### src/rtl/loader_pkg.sv
// Shared types for the program loader: FSM states, frame header, error codes.
// Imported by prog_loader and its testbench.
package loader_pkg;

  typedef enum logic [2:0] {
    IDLE,
    ADDR,
    LEN,
    DATA,
    CSUM,
    DONE,
    ERR
  } state_t;

  localparam logic [7:0] HEADER_DEF = 8'hA5;

  localparam logic [1:0] ERR_NONE    = 2'b00;
  localparam logic [1:0] ERR_CSUM    = 2'b01;
  localparam logic [1:0] ERR_TIMEOUT = 2'b10;

endpackage

### src/rtl/prog_loader_if.sv
// Byte stream in, program RAM write port out.
// slave = loader side, master = host/test side.
interface prog_loader_if #(
  parameter int AW = 8,
  parameter int DW = 8
);

  logic [DW-1:0] rx_data;
  logic          rx_valid;
  logic          mem_we;
  logic [AW-1:0] mem_addr;
  logic [DW-1:0] mem_wdata;

  modport master (
    output rx_data, rx_valid,
    input  mem_we, mem_addr, mem_wdata
  );

  modport slave (
    input  rx_data, rx_valid,
    output mem_we, mem_addr, mem_wdata
  );

endinterface

### src/rtl/byte_timeout_timer.sv
// Inter-byte watchdog: counts enabled idle cycles since the last clear
// and flags expiry on the LIMIT-th one. Used only with LOADER_TIMEOUT_EN.
module byte_timeout_timer #(
  parameter int unsigned LIMIT = 1000000
) (
  input  logic clk,
  input  logic rst_n,
  input  logic clear,
  input  logic enable,
  output logic expire
);

  localparam int W = $clog2(LIMIT + 1);

  logic [W-1:0] cnt;

  assign expire = enable && !clear
               && (cnt == W'(LIMIT - 1));

  always_ff @(posedge clk or negedge rst_n) begin
    if (!rst_n) begin
      cnt <= '0;
    end else if (clear || !enable) begin
      cnt <= '0;
    end else if (!expire) begin
      cnt <= cnt + W'(1);
    end
  end

endmodule

### src/rtl/prog_loader.sv
// Framed byte stream -> program RAM writer; holds the CPU until a good load.
// Optional inter-byte timeout under macro LOADER_TIMEOUT_EN.
module prog_loader
  import loader_pkg::*;
#(
  parameter int          AW          = 8,
  parameter int          DW          = 8,
  parameter logic [DW-1:0] HEADER    = DW'(HEADER_DEF),
  parameter int unsigned TIMEOUT_CYC = 1000000
) (
  input  logic          clk,
  input  logic          reset_p,
  prog_loader_if.slave  bus,
  output logic          cpu_hold,
  output logic          load_busy,
  output logic          load_done,
  output logic          load_err,
  output logic [1:0]    err_code
);

  state_t        state;
  logic [AW-1:0] ptr;
  logic [DW-1:0] cnt;
  logic [DW-1:0] acc;
  logic [DW-1:0] csum_total;
  logic          to_expire;

  assign csum_total = acc + bus.rx_data;

`ifdef LOADER_TIMEOUT_EN
  logic to_enable;

  assign to_enable = state inside {ADDR, LEN, DATA, CSUM};

  byte_timeout_timer #(
    .LIMIT (TIMEOUT_CYC)
  ) u_timer (
    .clk    (clk),
    .rst_n  (reset_p),
    .clear  (bus.rx_valid),
    .enable (to_enable),
    .expire (to_expire)
  );
`else
  // No watchdog: the frame waits forever for its next byte.
  assign to_expire = (TIMEOUT_CYC == 0) && 1'b0;
`endif

  always_ff @(posedge clk or negedge reset_p) begin
    if (!reset_p) begin
      state         <= IDLE;
      ptr           <= '0;
      cnt           <= '0;
      acc           <= '0;
      bus.mem_we    <= 1'b0;
      bus.mem_addr  <= '0;
      bus.mem_wdata <= '0;
      cpu_hold      <= 1'b0;
      load_busy     <= 1'b0;
      load_done     <= 1'b0;
      load_err      <= 1'b0;
      err_code      <= ERR_NONE;
    end else begin
      bus.mem_we <= 1'b0;
      unique case (state)
        IDLE: begin
          if (bus.rx_valid && bus.rx_data == HEADER) begin
            state     <= ADDR;
            cpu_hold  <= 1'b1;
            load_busy <= 1'b1;
            load_done <= 1'b0;
            load_err  <= 1'b0;
            err_code  <= ERR_NONE;
            acc       <= '0;
          end
        end
        DONE, ERR: begin
          state <= IDLE;
        end
        default: begin
          if (bus.rx_valid) begin
            unique case (state)
              ADDR: begin
                ptr   <= AW'(bus.rx_data);
                state <= LEN;
              end
              LEN: begin
                cnt   <= bus.rx_data;
                state <= (bus.rx_data == '0) ? CSUM : DATA;
              end
              DATA: begin
                acc           <= acc + bus.rx_data;
                cnt           <= cnt - DW'(1);
                ptr           <= ptr + AW'(1);
                bus.mem_we    <= 1'b1;
                bus.mem_addr  <= ptr;
                bus.mem_wdata <= bus.rx_data;
                if (cnt == DW'(1)) state <= CSUM;
              end
              CSUM: begin
                load_busy <= 1'b0;
                if (csum_total == '0) begin
                  state     <= DONE;
                  load_done <= 1'b1;
                  cpu_hold  <= 1'b0;
                end else begin
                  state    <= ERR;
                  load_err <= 1'b1;
                  err_code <= ERR_CSUM;
                end
              end
              default: ;
            endcase
          end else if (to_expire) begin
            state     <= ERR;
            load_busy <= 1'b0;
            load_err  <= 1'b1;
            err_code  <= ERR_TIMEOUT;
          end
        end
      endcase
    end
  end

endmodule

### src/flat_wrapper.sv
// flat-port wrapper written by rule: the top's interface ports become plain ports
module prog_loader_flat import loader_pkg::*;
#(
  parameter int          AW          = 8,
  parameter int          DW          = 8,
  parameter logic [DW-1:0] HEADER    = DW'(HEADER_DEF),
  parameter int unsigned TIMEOUT_CYC = 1000000
)
  (clk, reset_p, cpu_hold, load_busy, load_done, load_err, err_code, bus_rx_data, bus_rx_valid, bus_mem_we, bus_mem_addr, bus_mem_wdata);
  prog_loader_if #(.AW(AW), .DW(DW)) bus_i ();
  input  logic clk;
  input  logic reset_p;
  output logic cpu_hold;
  output logic load_busy;
  output logic load_done;
  output logic load_err;
  output logic [1:0] err_code;
  input wire logic [$bits(bus_i.rx_data)-1:0] bus_rx_data;
  input wire logic [$bits(bus_i.rx_valid)-1:0] bus_rx_valid;
  output wire logic [$bits(bus_i.mem_we)-1:0] bus_mem_we;
  output wire logic [$bits(bus_i.mem_addr)-1:0] bus_mem_addr;
  output wire logic [$bits(bus_i.mem_wdata)-1:0] bus_mem_wdata;
  assign bus_i.rx_data = bus_rx_data;
  assign bus_i.rx_valid = bus_rx_valid;
  assign bus_mem_we = bus_i.mem_we;
  assign bus_mem_addr = bus_i.mem_addr;
  assign bus_mem_wdata = bus_i.mem_wdata;
  prog_loader #(.AW(AW), .DW(DW), .HEADER(HEADER), .TIMEOUT_CYC(TIMEOUT_CYC)) u_core (.clk(clk), .reset_p(reset_p), .bus(bus_i), .cpu_hold(cpu_hold), .load_busy(load_busy), .load_done(load_done), .load_err(load_err), .err_code(err_code));
endmodule
### config.mk
export PLATFORM = sky130hd
export DESIGN_NAME = prog_loader_flat
export DESIGN_NICKNAME = d
export VERILOG_FILES = /design/src/rtl/loader_pkg.sv /design/src/rtl/prog_loader_if.sv /design/src/rtl/byte_timeout_timer.sv /design/src/rtl/prog_loader.sv /design/src/flat_wrapper.sv
export SDC_FILE = /design/constraint.sdc
export NUM_CORES = 1
export LEC_CHECK = 0
export BUFFER_PORTS_ARGS = -buffer_cell sky130_fd_sc_hd__buf_2
export CORE_MARGIN = 3
export CORE_UTILIZATION = 45
export CTS_CLUSTER_SIZE = 14
export DETAILED_ROUTE_END_ITERATION = 8
export GPL_ROUTABILITY_DRIVEN = 0
export PLACE_DENSITY = 0.63
export SLEW_MARGIN = 15
export SYNTH_ARGS = -nofsm -noshare
export SYNTH_HDL_FRONTEND = slang
export SYNTH_SLANG_ARGS = --single-unit
### constraint.sdc
create_clock -name clk -period 2.85 [get_ports clk]
set_clock_uncertainty 0.05 [all_clocks]
set_input_delay 0.4275 -clock clk [delete_from_list [all_inputs] [get_ports clk]]
set_output_delay 0.4275 -clock clk [all_outputs]
set_load 0.005 [all_outputs]
-- Yosys cells after proc, flatten, opt, wreduce, memory -nomap -nowiden
Index checks and enable logic that the tools add are counted.
- $add $sub $neg: 3
- eq/ne operators: 11
- mux-type cells: 38
- bitwise gates (word level): 2
- reduce and logical (&&, ||, !) cells: 22
- operator list (operator ; number):
    $pmux W8 S2 ; 3
    $mux W8 ; 3
    $logic_not A8 Y1 ; 2
    $mux W1 ; 16
    $mux W3 ; 4
    $pmux W3 S4 ; 1
    $reduce_and A4 Y1 ; 3
    $reduce_bool A2 Y1 ; 6
    $mux W2 ; 5
    $reduce_and A5 Y1 ; 2
    $eq A3 B3 Y1 const B ; 3
    $reduce_and A3 Y1 ; 3
    $add A8 B1 Y8 const B ; 1
    $add A8 B8 Y8 ; 1
    $eq A8 B1 Y1 const B ; 1
    $eq A8 B8 Y1 const B ; 1
    $pmux W1 S2 ; 4
    $sub A8 B1 Y8 const B ; 1
    $eq A3 B2 Y1 const B ; 2
    $pmux W3 S2 ; 1
    $reduce_bool A6 Y1 ; 1
    $ne A4 B1 Y1 const B ; 1
    $pmux W2 S2 ; 1
    $eq A3 B1 Y1 const B ; 1
    8 further kinds ; 9
- bits in registers: 50
- input port bits: 11
- output and inout bits: 23
- word-level logic and storage cells: 88

-- Longest topological paths before layout
- depth after elaboration: 6
- gate-level depth with buffers: 9

-- Least setup slack after synthesis
Ideal clock, no wire load.
- path type: input port to flip-flop
- start: input bus_rx_data[0]
- end: register u_core.state[1]
- arrival time: 2.024 ns
- data required time: 2.679 ns
- path slack: 0.655 ns
- cell stages on the path: 8
- buffers on the path: 0
- path through: ha_1 -> fa_1 -> xor2_1 -> nor3_1 -> o221ai_1 -> and4bb_1 -> nand2_1 -> a22o_1
- longest elaborated chain between the ends: 6
- RTL lines (element ; RTL line ; source):
    start, declared ; flat_wrapper.sv:18 ; input wire logic [$bits(bus_i.rx_data)-1:0] bus_rx_data;
    $add A8 B8 Y8 ; prog_loader.sv:28 ; assign csum_total = acc + bus.rx_data;
    $logic_not A8 Y1 ; prog_loader.sv:102 ; if (csum_total == '0) begin
    $mux W2 ; prog_loader.sv:102 ;
    $pmux W3 S4 ; prog_loader.sv:82 ; unique case (state)
    $mux W3 ; prog_loader.sv:81 ; if (bus.rx_valid) begin
    $pmux W3 S2 ; prog_loader.sv:65 ; unique case (state)
    end signal, assigned ; prog_loader.sv:89 ; state <= (bus.rx_data == '0) ? CSUM : DATA;
    end, declared ; prog_loader.sv:21 ; state_t state;
Several ways; a longest one is shown, not always the timed one. The select of a mux whose other input is x is not followed.
A chain may end at the register's enable or synchronous reset.

-- Worst setup path in the final report
- start: register u_core.acc[1]
- end: register u_core.state[1]
- longest elaborated chain between the ends: 6
- RTL lines (element ; RTL line ; source):
    start, declared ; prog_loader.sv:24 ; logic [DW-1:0] acc;
    start signal, assigned ; prog_loader.sv:92 ; acc <= acc + bus.rx_data;
    $add A8 B8 Y8 ; prog_loader.sv:28 ;
    $logic_not A8 Y1 ; prog_loader.sv:102 ;
    $mux W2 ; prog_loader.sv:102 ;
    $pmux W3 S4 ; prog_loader.sv:82 ;
    $mux W3 ; prog_loader.sv:81 ;
    $pmux W3 S2 ; prog_loader.sv:65 ;
No other way between the ends. The select of a mux whose other input is x is not followed.

==> impl_metrics.py <==
metrics = {
    "critical_path": {
        "crit_cells": 7,
        "cp_cell_sequence": "ha_1 -> a211oi_1 -> o21ba_2 -> o221ai_1 -> and4bb_1 -> nand2_1 -> a22o_1",
        "rr_startpoint": "u_core.acc[1]$_DFFE_PN0P_",
        "worst-path-buf-inv": 0,
        "cp_top_family": "compound AO/OA/AOI/OAI gates",
        "path_class": "flip-flop to flip-flop",
        "cp-endpoint": "u_core.state[1]$_DFFE_PN0P_",
        "rr_endpoint": "u_core.state[1]$_DFFE_PN0P_",
        "critPathLaunch": "u_core.acc[1]$_DFFE_PN0P_",
        "critPathRequiredTime_ns": 3.00,
        "critPathArrivalTime_ns": 2.56,
        "worstSetupEndpointType": "flip-flop",
        "cp_max_fo": 5,
        "crit_path_top_delay_cell": "a211oi_1",
        "critPathLaunchType": "flip-flop",
        "rrSetupSlack_ns": 0.44,
        "slowest_delay_ns": 0.51,
        "r2r_cells": 7,
    },
    "floorplan": {
        "coreArea_um2": 5640,
        "io_pins": 34,
        "die_area_um2": 6930,
        "start_util_pct": 47.6,
        "die-width_um": 83.2,
        "die_h_um": 83.2,
        "num_rows": 27,
    },
    "cells_and_area": {
        "synthToLayoutAreaGrowth_pct": 11.0,
        "drive_gt1_share_pct": 15.2,
        "diodes": 0,
        "fin_util_pct": 52.8,
        "num-nets-final": 363,
        "fin_cells": 414,
        "fill_cells": 520,
    },
    "detailed_routing": {
        "drt_wl_total_um": 6250,
        "drt-initial-drc-count": 108,
        "detail-route-antenna-nets": 0,
        "routedWlPerCell_um": 15.1,
        "num_vias": 2303,
        "first_pass_iters": 4,
        "drc_errors": 0,
        "viasPerCell": 5.56,
    },
    "place": {
        "dp_cells": 406,
        "dp_worst_setup_slack_ns": 0.244,
        "numPortBuffers": 32,
        "hpwl_um": 4480,
    },
    "run_status": {
        "outcome": "finished clean",
    },
    "yosys": {
        "postSynth.asyncResetShare_pct": 100,
        "yosysWarnings": 0,
        "synth_cell_type_count": 56,
        "yosys_most_used_dff": "dfrtp_1",
        "synth_top_area_share_pct": 44.7,
        "yosys-top-cells-area": "dfrtp_1 (45%), nand2_1 (12%), o21ai_0 (5.2%)",
        "synthCells": 316,
        "seq_area_frac_synth_pct": 44.7,
        "synth-edff-count": 0,
        "syn_avg_cell_area_um2": 8.50,
        "synth_nets": 338,
        "synth.cell_area_um2": 2690,
        "yosysTopAreaCell": "dfrtp_1",
        "ys_seq_elements": 48,
    },
    "clock_network": {
        "cts.htree.levels": 2,
        "worstSkewPairLatency_ns": 0.30,
        "cts_tree": "yes",
        "numCtsBuffers": 5,
        "postCtsSetupRepairBufs": 0,
        "cts_root_buf": "clkbuf_8",
        "cts.clk_slew.worst_paths_ns": 0.09,
        "cts_resized": 0,
        "cts.sinks": 48,
        "clockBufferDepth": 2,
        "hold_buffers": 0,
    },
    "grt": {
        "grt_use_total_pct": 18.9,
        "antenna_found_initial": 0,
        "grt_pass1_vias": 2250,
        "grt_overflow": 0,
        "grt_max_degree": 31,
        "grt_pass1_wl_um": 10700,
    },
    "sta": {
        "fin_crit_ns": 2.41,
        "finalCritPeriodShare_pct": 84.5,
        "slew_headroom_pct": 58.9,
        "final-setup-viol-count": 0,
        "setup_ws_ns": 0.441,
        "grt_setup_unrepaired": "false",
        "max_freq_mhz": 415,
        "slew_viol_final": 0,
        "setup_tns_ns": 0,
        "finalHoldViolations": 0,
        "tightest_slew_ns": 0.615,
    },
    "power_and_ir_drop": {
        "power_density_nw_per_um2": 1050,
        "ir_worst_vdd_mv": 0.541,
        "leakagePower_nw": 1.42,
    },
    "flow_run": {
        "maxCapViolCount": 0,
    },
    "min_path": {
        "min_path_type": "primary input to async pin",
    },
}
## flip-flops by register name, summed over array words and instances (netlist names)
register,count
u_core.err_code,1
u_core.cnt,8
u_core.load_busy,1
u_core.bus.mem_we,1
u_core.bus.mem_wdata,8
u_core.cpu_hold,1
u_core.state,3
u_core.load_done,1
u_core.acc,8
u_core.bus.mem_addr,8
u_core.ptr,8
## area by class of cell
cell class              instances  area [um2]  area share, %
multi-input cells             242        1370           45.8
well taps                      72        90.1           3.02
clock buffers                   6        72.6           2.43
clock inverters                 2        35.0           1.18
flip-flops and latches         48        1200           40.3
repair buffers                 35         183           6.13
inverters                       9        33.8           1.13
## layout by cell type (no fill, tap or decap), types with 2 or more instances in the layout
cell type / n
a211oi_1: 2
a21boi_0: 2
a21oi_1: 20
a22o_1: 3
a31oi_1: 3
and3_1: 5
buf_2: 32
buf_4: 3
clkbuf_8: 5
dfrtp_1: 48
ha_1: 10
inv_1: 8
nand2_1: 84
nand3_1: 12
nand4_1: 2
nor2_1: 16
nor2b_1: 2
nor3_1: 6
nor3b_1: 3
nor4_1: 4
o211ai_2: 2
o21a_1: 2
o21ai_0: 28
o22ai_1: 7
o32ai_1: 2
## worst min path at each step
stage | slack [ns] | cells past startpoint | end
floorplan | 0.08 | 0 | u_core.acc[0]$_DFFE_PN0P_
global placement | 0.35 | 1 | u_core.cnt[7]$_DFFE_PN0P_
detailed placement | 0.35 | 1 | u_core.cnt[7]$_DFFE_PN0P_
CTS | 0.03 | 1 | u_core.state[2]$_DFFE_PN0P_
global route | 0.04 | 1 | u_core.bus.mem_addr[7]$_DFFE_PN0P_
finish | 0.006 | 1 | u_core.cnt[7]$_DFFE_PN0P_
## report_power, final
group,internal [mW],leakage (nW),switching [mW]
logic,0.572,0.782,0.799
registers,0.979,0.581,0.279
clock network,0.261,0.0552,0.232
## layer usage
metal	up-vias	routed length (um)	share of wire, %	track usage, %
li1	1149	-	-	-
met1	1110	2970	47	24.9
met2	40	2950	47	31.3
met3	4	271	4.3	3.08
met4	0	55	0.88	6.84
met5	-	0	0	0
## Yosys cell counts, types with 2 or more instances
| library cell | count |
|---|---|
| o21a_1 | 2 |
| a21oi_1 | 20 |
| dfrtp_1 | 48 |
| nor4_1 | 4 |
| clkbuf_1 | 11 |
| ha_1 | 10 |
| nand4_1 | 2 |
| o22ai_1 | 7 |
| nand3_1 | 12 |
| nand2_1 | 84 |
| a21boi_0 | 2 |
| nor2_1 | 16 |
| and3_1 | 5 |
| nor3b_1 | 3 |
| a211oi_1 | 2 |
| o32ai_1 | 2 |
| a31oi_1 | 3 |
| inv_1 | 8 |
| buf_4 | 2 |
| nor3_1 | 6 |
| a22o_1 | 3 |
| nor2b_1 | 2 |
| o211ai_2 | 2 |
| o21ai_0 | 28 |
## metrics by stage
stage          instance area, um2  hold slack (ns)  power [mW]
4_1_cts                      2980           0.0269        3.14
3_5_place_dp                 2870            0.355        2.64
6_report                     2980          0.00616        3.12
3_3_place_gp                 2870            0.354        2.60
2_1_floorplan                2690           0.0819        2.25
5_1_grt                      2980           0.0423        3.41
## cells by family after synthesis
family	Yosys count	share of synthesized area, %
buf+inv	26	4.43
other cells	1	0.140
fa+ha+maj	11	5.41
compound gates	80	18.2
xor+xnor	2	0.652
flops	48	44.7
mux	1	0.373
simple gates	147	26.1
Power figures use the tool's default switching activity.
